==> src/rtl/sample_rate_bridge.sv <==
// Slow-to-fast sample rate bridge: a small circular FIFO drained on each
// out_en tick, with hold-last or zero-stuff fill on underrun.
module sample_rate_bridge #(
  parameter int DATA_W = 12,
  parameter int DEPTH  = 4,
  parameter int CNT_W  = 8
) (
  input  logic                     clk,
  input  logic                     rst_n,
  input  logic                     in_valid,
  input  logic [DATA_W-1:0]        in_data,
  input  logic                     out_en,
  input  logic                     mode,
  input  logic                     clr_flags,
  output logic [DATA_W-1:0]        out_data,
  output logic                     out_valid,
  output logic [$clog2(DEPTH):0]   level,
  output logic                     full,
  output logic                     empty,
  output logic                     overflow,
  output logic [CNT_W-1:0]         underrun_cnt
);

  localparam int AW = $clog2(DEPTH);
  localparam int LW = AW + 1;
  localparam logic [LW-1:0]    LEVEL_FULL = LW'(DEPTH);
  localparam logic [CNT_W-1:0] CNT_MAX    = '1;

  typedef enum logic [1:0] {
    FILL_HOLD = 2'b00,
    FILL_ZERO = 2'b01
  } fill_e;

  logic [DATA_W-1:0] mem [DEPTH];
  logic [AW-1:0]     wr_ptr;
  logic [AW-1:0]     rd_ptr;
  logic [DATA_W-1:0] last_sample;

  logic  do_push;
  logic  do_pop;
  logic  do_drop;
  logic  do_fill;
  fill_e fill_sel;

  assign full  = (level == LEVEL_FULL);
  assign empty = (level == '0);

  // A pop on the same edge frees a slot, so a full buffer can still accept.
  assign do_push = in_valid && (!full || out_en);
  assign do_pop  = out_en && !empty;
  assign do_drop = in_valid && full && !out_en;
  assign do_fill = out_en && empty;

  // NOTE: every always_comb output gets a default first so no latch is inferred.
  always_comb begin
    fill_sel = FILL_HOLD;
    if (mode) fill_sel = FILL_ZERO;
  end

  // NOTE: the sample storage has no reset; stale entries are never read because
  // level gates every pop.
  always_ff @(posedge clk) begin
    if (do_push) mem[wr_ptr] <= in_data;
  end

  // NOTE: sequential state uses non-blocking assignments only, so every
  // register sees the pre-edge values of its neighbours.
  always_ff @(posedge clk or negedge rst_n) begin
    if (!rst_n) begin
      wr_ptr <= '0;
      rd_ptr <= '0;
      level  <= '0;
    end else begin
      if (do_push) wr_ptr <= wr_ptr + AW'(1);
      if (do_pop)  rd_ptr <= rd_ptr + AW'(1);
      unique case ({do_push, do_pop})
        2'b10:   level <= level + LW'(1);
        2'b01:   level <= level - LW'(1);
        default: level <= level;
      endcase
    end
  end

  // Output register: head sample on a pop, fill value on an underrun.
  always_ff @(posedge clk or negedge rst_n) begin
    if (!rst_n) begin
      out_data    <= '0;
      out_valid   <= 1'b0;
      last_sample <= '0;
    end else begin
      out_valid <= out_en;
      if (do_pop) begin
        out_data    <= mem[rd_ptr];
        last_sample <= mem[rd_ptr];
      end else if (do_fill) begin
        out_data <= (fill_sel == FILL_ZERO) ? '0 : last_sample;
      end
    end
  end

  // Set/increment events win over a simultaneous clear.
  always_ff @(posedge clk or negedge rst_n) begin
    if (!rst_n) begin
      overflow     <= 1'b0;
      underrun_cnt <= '0;
    end else begin
      if (do_drop)        overflow <= 1'b1;
      else if (clr_flags) overflow <= 1'b0;

      if (do_fill) begin
        if (underrun_cnt != CNT_MAX) underrun_cnt <= underrun_cnt + CNT_W'(1);
      end else if (clr_flags) begin
        underrun_cnt <= '0;
      end
    end
  end

endmodule

==> config.mk <==
export PLATFORM = sky130hd
export DESIGN_NAME = sample_rate_bridge
export DESIGN_NICKNAME = d
export VERILOG_FILES = /design/src/rtl/sample_rate_bridge.sv
export SDC_FILE = /design/constraint.sdc
export NUM_CORES = 1
export LEC_CHECK = 0
export ABC_AREA = 1
export BUFFER_PORTS_ARGS = -buffer_cell sky130_fd_sc_hd__buf_2
export CAP_MARGIN = 0
export CORE_ASPECT_RATIO = 1.1
export CORE_MARGIN = 4
export CORE_UTILIZATION = 30
export DETAILED_ROUTE_END_ITERATION = 10
export PLACE_DENSITY_LB_ADDON = 0.1
export SLEW_MARGIN = 40
export SYNTH_ARGS = -nofsm -noshare
export SYNTH_HDL_FRONTEND = slang
export SYNTH_SLANG_ARGS = --single-unit
export TNS_END_PERCENT = 5
==> constraint.sdc <==
create_clock -name clk -period 2.1 [get_ports clk]
set_input_delay 0.63 -clock clk [delete_from_list [all_inputs] [get_ports clk]]
set_output_delay 0.63 -clock clk [all_outputs]
set_load 0.01 [all_outputs]
==> flow_summary.toml, run 1 <==
[status]
status = "completed"

[worst_setup_path]
worst_r2r_endpoint = "level[2]"
r2r-start = "level[1]"
reg2reg_slack_ns = 0.22
crit_path_start_kind = "flip-flop"
cp.required_ns = 1.47
endpoint = "empty"
cpPeakStageDelay_ns = 0.45
crit_type = "flip-flop to primary output"
path_cells = "nor2_4 > nand2_4 > clkinv_2 > buf_2"
path_delay_family = "flip-flops"
cp_num_cells = 4
end_kind = "primary output"
cp_max_fo = 10
reg2reg_depth = 9
arrival_ns = 1.36
startpoint = "level[1]"
critPathSlowestCell = "dfrtp_1"
crit_buf_inv = 2

[cts]
cts_root_buf = "clkbuf_16"
h-tree-depth = 3
post_cts_buffers = 0
numClockSinks = 89
cts-hold-fix-buffers = 0
clk_pin_slew_ns = 0.07
cts_tree = "yes"
clk_latency_ns = 0.34
clk_path_buf_depth = 2
cts_buffers = 9

[timing]
clock.fmax_mhz = 503
fin_tns_setup_ns = 0
finalWorstSetupSlack_ns = 0.111
worst_pin_slew_ns = 0.556
rsz0062_at_grt = "true"
slew-limit-headroom_pct = 62.9
fin_crit_ns = 1.99
finalClockSkew_ns = 0.00751
finalSetupViolCount = 0
slew_viol_final = 0
hold_viol = 0
finalCritPeriodShare_pct = 94.7

[synthesis]
synth_edf_count = 48
netlist_area_um2 = 3950
synth_cell_types = 33
synth-seq-cells = 89
synthTopCellsByArea = "edfxtp_1 (36%), dfrtp_1 (26%), nand2_1 (8.9%)"
syn-num-nets = 399
synth_top_area_share_pct = 36.5
synth_warnings = 0
yosysTopAreaCell = "edfxtp_1"
synth-main-ff-cell = "edfxtp_1"
synthCells = 374
async_flop_share_pct = 46.1
ys_seq_area_share_pct = 62.5
synth_area_per_cell_um2 = 10.6

[place]
port_buffers = 44
hpwl_mm = 5.47
gp_congestion = 0.743
dp_slack_ns = 0.0135

[power]
p_sw_share_pct = 37.1
comb_power_share_pct = 34.4
pwr_density_cell_nw_per_um2 = 1330
p_int_w = 0.00390
p_clk_share_pct = 24.4
ir_drop_v = 0.000462
p_leak_nw = 2.12
total_power_w = 0.00621
seqPwrFrac_pct = 41.1
p_sw_w = 0.00230

[global_routing]
grt_pass1_vias = 2661
antenna_found_initial = 0
overflow = 0
grt_util_all_layers_pct = 12.0
grt_pass1_wl_mm = 14.0
grt_max_degree = 42

[drt]
wl_per_cell_um = 14.1
drt_iter0_drc = 148
num_vias = 2629
via_per_inst = 4.42
drc = 0
routed_wl_mm = 8.36
firstDrtPassIters = 4
ant_nets = 0

[floorplan]
num_io_pins = 45
design.die.area_um2 = 15100
placementRows = 43
start_util_pct = 31.0
fp.dieH_um = 128
core_area_um2 = 12800
die_w_um = 117

[finish]
post-route-util_pct = 36.6
drive_gt1_share_pct = 26.0
antennaDiodeCount = 0
layout.nets = 458
fillerInstances = 1268
syn_to_final_growth_pct = 18.2

[flow_run]
drv_cap = 0

[min_path]
worst_hold_path_type = "input pin to asynchronous set/reset pin"
[state kept, by name, summed over array words and instances (netlist names)]
name	flops
mem	48
last_sample	12
out_data	12
underrun_cnt	8
level	3
rd_ptr	2
wr_ptr	2
out_valid	1
overflow	1
[power groups by stage]
stage | combinational, W | sequential [W] | clock (W)
2_1_floorplan | 0.00143 | 0.00265 | 0
3_3_place_gp | 0.00217 | 0.00258 | 0
5_1_grt | 0.00247 | 0.00260 | 0.00166
3_5_place_dp | 0.00218 | 0.00259 | 0
4_1_cts | 0.00220 | 0.00255 | 0.00158
6_report | 0.00214 | 0.00255 | 0.00152
[repair_timing]
item / CTS / global route
pin swaps: 0 / 0
cloned: 0 / 0
setup endpoints to repair: 1 / 1
gates resized for setup: 1 / 1
[Yosys cell counts, types with 2 or more instances]
| master | number |
|---|---|
| buf_4 | 2 |
| nand2_2 | 12 |
| o21ai_2 | 9 |
| inv_1 | 27 |
| inv_2 | 2 |
| buf_2 | 3 |
| xor2_1 | 3 |
| o21ai_0 | 22 |
| nor2_1 | 34 |
| clkbuf_1 | 2 |
| nand2_1 | 94 |
| buf_12 | 2 |
| nand3_1 | 34 |
| edfxtp_1 | 48 |
| a21oi_1 | 2 |
| o21ai_1 | 6 |
| ha_1 | 6 |
| inv_4 | 2 |
| xnor2_1 | 2 |
| dfrtp_1 | 41 |
| nand3_2 | 6 |
| buf_6 | 3 |
| nand2_4 | 2 |
[layer usage]
layer,wire [um],vias to the layer above,GRT usage [%]
met1,3870,1224,15.2
li1,-,1349,-
met5,0,-,0
met3,375,11,2.99
met4,171,0,5.80
met2,3940,45,19.5
[worst register-to-register path, stage by stage, from the launching register on]
cell and delay (ns):
dfrtp_1 0.45, nor2_4 0.18, nand3_1 0.11, nand2_2 0.08, ha_1 0.14, inv_1 0.05, fa_1 0.37, a21oi_1 0.13
o21ai_0 0.10, xor2_1 0.15
[metrics by stage]
step / instances / instance area (um^2) / hold WS, ns
6_report: 595 / 4670 / 0.364
3_3_place_gp: 579 / 4390 / 0.464
3_5_place_dp: 579 / 4390 / 0.466
4_1_cts: 595 / 4670 / 0.376
2_1_floorplan: 374 / 3950 / 0.334
5_1_grt: 595 / 4670 / 0.417
[worst min-delay path by stage]
stage	cells past startpoint	endpoint	slack [ns]
3_5_place_dp	2	last_sample[5]	0.47
5_1_grt	2	underrun_cnt[7]	0.42
4_1_cts	2	underrun_cnt[7]	0.38
6_report	2	underrun_cnt[7]	0.36
2_1_floorplan	0	last_sample[0]	0.33
3_3_place_gp	2	last_sample[11]	0.46
[kinds of logic (layout without fill, tap and decap cells)]
kind of cell	count (synthesis)	count (layout)	synth area share [%]
DFF	89	89	62.5
xor gates and xnor gates	5	5	1.11
adders and majority gates	7	7	2.41
AOI/OAI and AO/OA	41	41	6.21
and+or+nand+nor	188	188	21.8
buffers and inverters	44	108	5.99
[cell type report]
cell class / count / area (um^2) / share of cell area (%)
clock inverter: 7 / 51.3 / 1.10
clock buffer: 9 / 225 / 4.82
timing repair buffer: 60 / 353 / 7.55
tap: 157 / 196 / 4.21
inverter: 32 / 126 / 2.71
sequential: 89 / 2470 / 52.8
multi-input combinational: 241 / 1250 / 26.8
[cells in the final DEF (no fill, tap or decap), types with 9 or more instances in the layout]
master	count
nand2_1	94
dfrtp_1	41
buf_2	44
nand3_1	34
clkbuf_16	9
o21ai_0	22
o21ai_2	9
nor2_1	34
inv_1	27
buf_4	15
nand2_2	12
edfxtp_1	48
(Power assumes the default switching activity.)
==> inputs of run 2 (changes only) <==
--- a/config.mk
+++ b/config.mk
@@ -12,7 +12,6 @@
 export CORE_MARGIN = 4
 export CORE_UTILIZATION = 30
 export DETAILED_ROUTE_END_ITERATION = 10
-export PLACE_DENSITY_LB_ADDON = 0.1
 export SLEW_MARGIN = 40
 export SYNTH_ARGS = -nofsm -noshare
 export SYNTH_HDL_FRONTEND = slang
==> run 2 against run 1 <==
- setup slack gained 0.046 ns
- core utilization grew 0.088 points
- total power is essentially flat
- sequential share of layout area shrank 0.13 points
- clock skew grew 0.0015 ns
- final cell count grew 0.50%
- largest cell class unchanged
- largest power group unchanged
==> flow_summary.toml, run 2 (synthesis gave the netlist of run 1 again) <==
[drt]
num_vias = 2679
routed_wl_mm = 8.11
drc = 0
drt_iter0_drc = 268
via_per_inst = 4.48
wl_per_cell_um = 13.6
firstDrtPassIters = 4
ant_nets = 0

[place]
dp_slack_ns = -0.0283
gp_congestion = 0.775
hpwl_mm = 5.69
place_area_um2 = 4380
port_buffers = 44

[timing]
hold_viol = 0
fin_tns_setup_ns = 0
rsz0062_at_grt = "false"
slew-limit-headroom_pct = 66.4
finalClockSkew_ns = 0.00898
worst_pin_slew_ns = 0.504
finalCritPeriodShare_pct = 92.5
fin_crit_ns = 1.94
clock.fmax_mhz = 515
finalSetupViolCount = 0
finalWorstSetupSlack_ns = 0.157
slew_viol_final = 0

[worst_setup_path]
cp.required_ns = 1.47
arrival_ns = 1.31
crit_path_start_kind = "flip-flop"
end_kind = "primary output"
reg2reg_slack_ns = 0.21
r2r-start = "level[1]"
crit_type = "flip-flop to primary output"
cp_max_fo = 4
worst_r2r_endpoint = "level[2]"
reg2reg_depth = 11

[flow_run]
drv_cap = 0

[global_routing]
grt_pass1_wl_mm = 14.0
grt_max_degree = 26
antenna_found_initial = 0
grt_util_all_layers_pct = 11.5
overflow = 0
grt_pass1_vias = 2800

[min_path]
worst_hold_path_type = "input pin to asynchronous set/reset pin"

[floorplan]
design.die.area_um2 = 15100
die_w_um = 117
fp.dieH_um = 128
num_io_pins = 45
start_util_pct = 31.0
core_area_um2 = 12800
placementRows = 43

[cts]
clk_latency_ns = 0.34
cts-hold-fix-buffers = 0
clk_path_buf_depth = 2
clk_pin_slew_ns = 0.06
numClockSinks = 89
cts_buffers = 9
cts_tree = "yes"
cts_root_buf = "clkbuf_16"
h-tree-depth = 3

[finish]
final_common_cell = "nand2_1"
most-common-layout-cells = "nand2_1 (94), edfxtp_1 (48), buf_2 (44)"
multi_input_area_um2 = 1250
fillerInstances = 1244
largest-register = "mem"
largest_register_ffs = 48
top_regs = "mem: 48 flops, last_sample: 12 flops, out_data: 12 flops"
final_cell_area_um2 = 4680
antennaDiodeCount = 0
syn_to_final_growth_pct = 18.5
layout.nets = 461
seq_area_um2 = 2470
drive_gt1_share_pct = 25.9

[power]
pwr_density_cell_nw_per_um2 = 1330
p_leak_nw = 2.13
ir_drop_v = 0.000488

[status]
status = "completed"
-- run 2: cell types whose count changed in the layout (fill, tap and decap cells not counted), sizes merged --
cell / delta
buf: +3
inv: -2
clkinv: -1
clkbuf: +3
-- run 2: final cells by class --
type / count / area share [%]
clock buffers: 12 / 5.51
clock inverters: 4 / 0.561
inverters: 32 / 2.67
multi-input cells: 241 / 26.6
flip-flops and latches: 89 / 52.7
well taps: 157 / 4.20
repair buffers: 63 / 7.75
-- run 2: how the worst max path moves through the flow --
stage / start / end / slack [ns] / cells past startpoint
2_1_floorplan: out_en / level[2] / 0.06 / 9
3_3_place_gp: out_en / level[2] / 0.01 / 10
3_5_place_dp: out_en / level[2] / -0.03 / 10
4_1_cts: level[0] / full / 0.12 / 3
5_1_grt: level[0] / full / 0.02 / 3
6_report: level[0] / full / 0.16 / 3
-- run 2: power by group --
part | internal [W] | total (W) | switching [W]
clock | 0.000875 | 0.00154 | 0.000661
sequential | 0.00235 | 0.00259 | 0.000238
combinational | 0.000756 | 0.00208 | 0.00132
-- run 2: repair_timing --
action | CTS | global route
gates resized for setup | 0 | 0
buffers inserted | 0 | 2
endpoints found under the setup margin | 0 | 1
-- run 2: worst max-delay path, cell delays in order (launching register included) --
cell and delay [ns]:
dfrtp_1 0.40, buf_4 0.16, nor3_1 0.24, buf_2 0.18
-- run 2: stage by stage --
stage / utilization (%) / std cells / hold slack [ns] / power, W
3_5_place_dp: 34.4 / 580 / 0.466 / 0.00471
3_3_place_gp: 34.4 / 580 / 0.462 / 0.00463
6_report: 36.7 / 598 / 0.254 / 0.00620
5_1_grt: 36.7 / 598 / 0.279 / 0.00670
4_1_cts: 36.6 / 596 / 0.259 / 0.00628
2_1_floorplan: - / 374 / 0.334 / 0.00408
-- run 2: routing by layer --
metal | wire (um) | GRT usage, %
met2 | 3810 | 18.9
met3 | 413 | 3.21
met5 | 0 | 0
met1 | 3780 | 14.8
met4 | 112 | 4.14
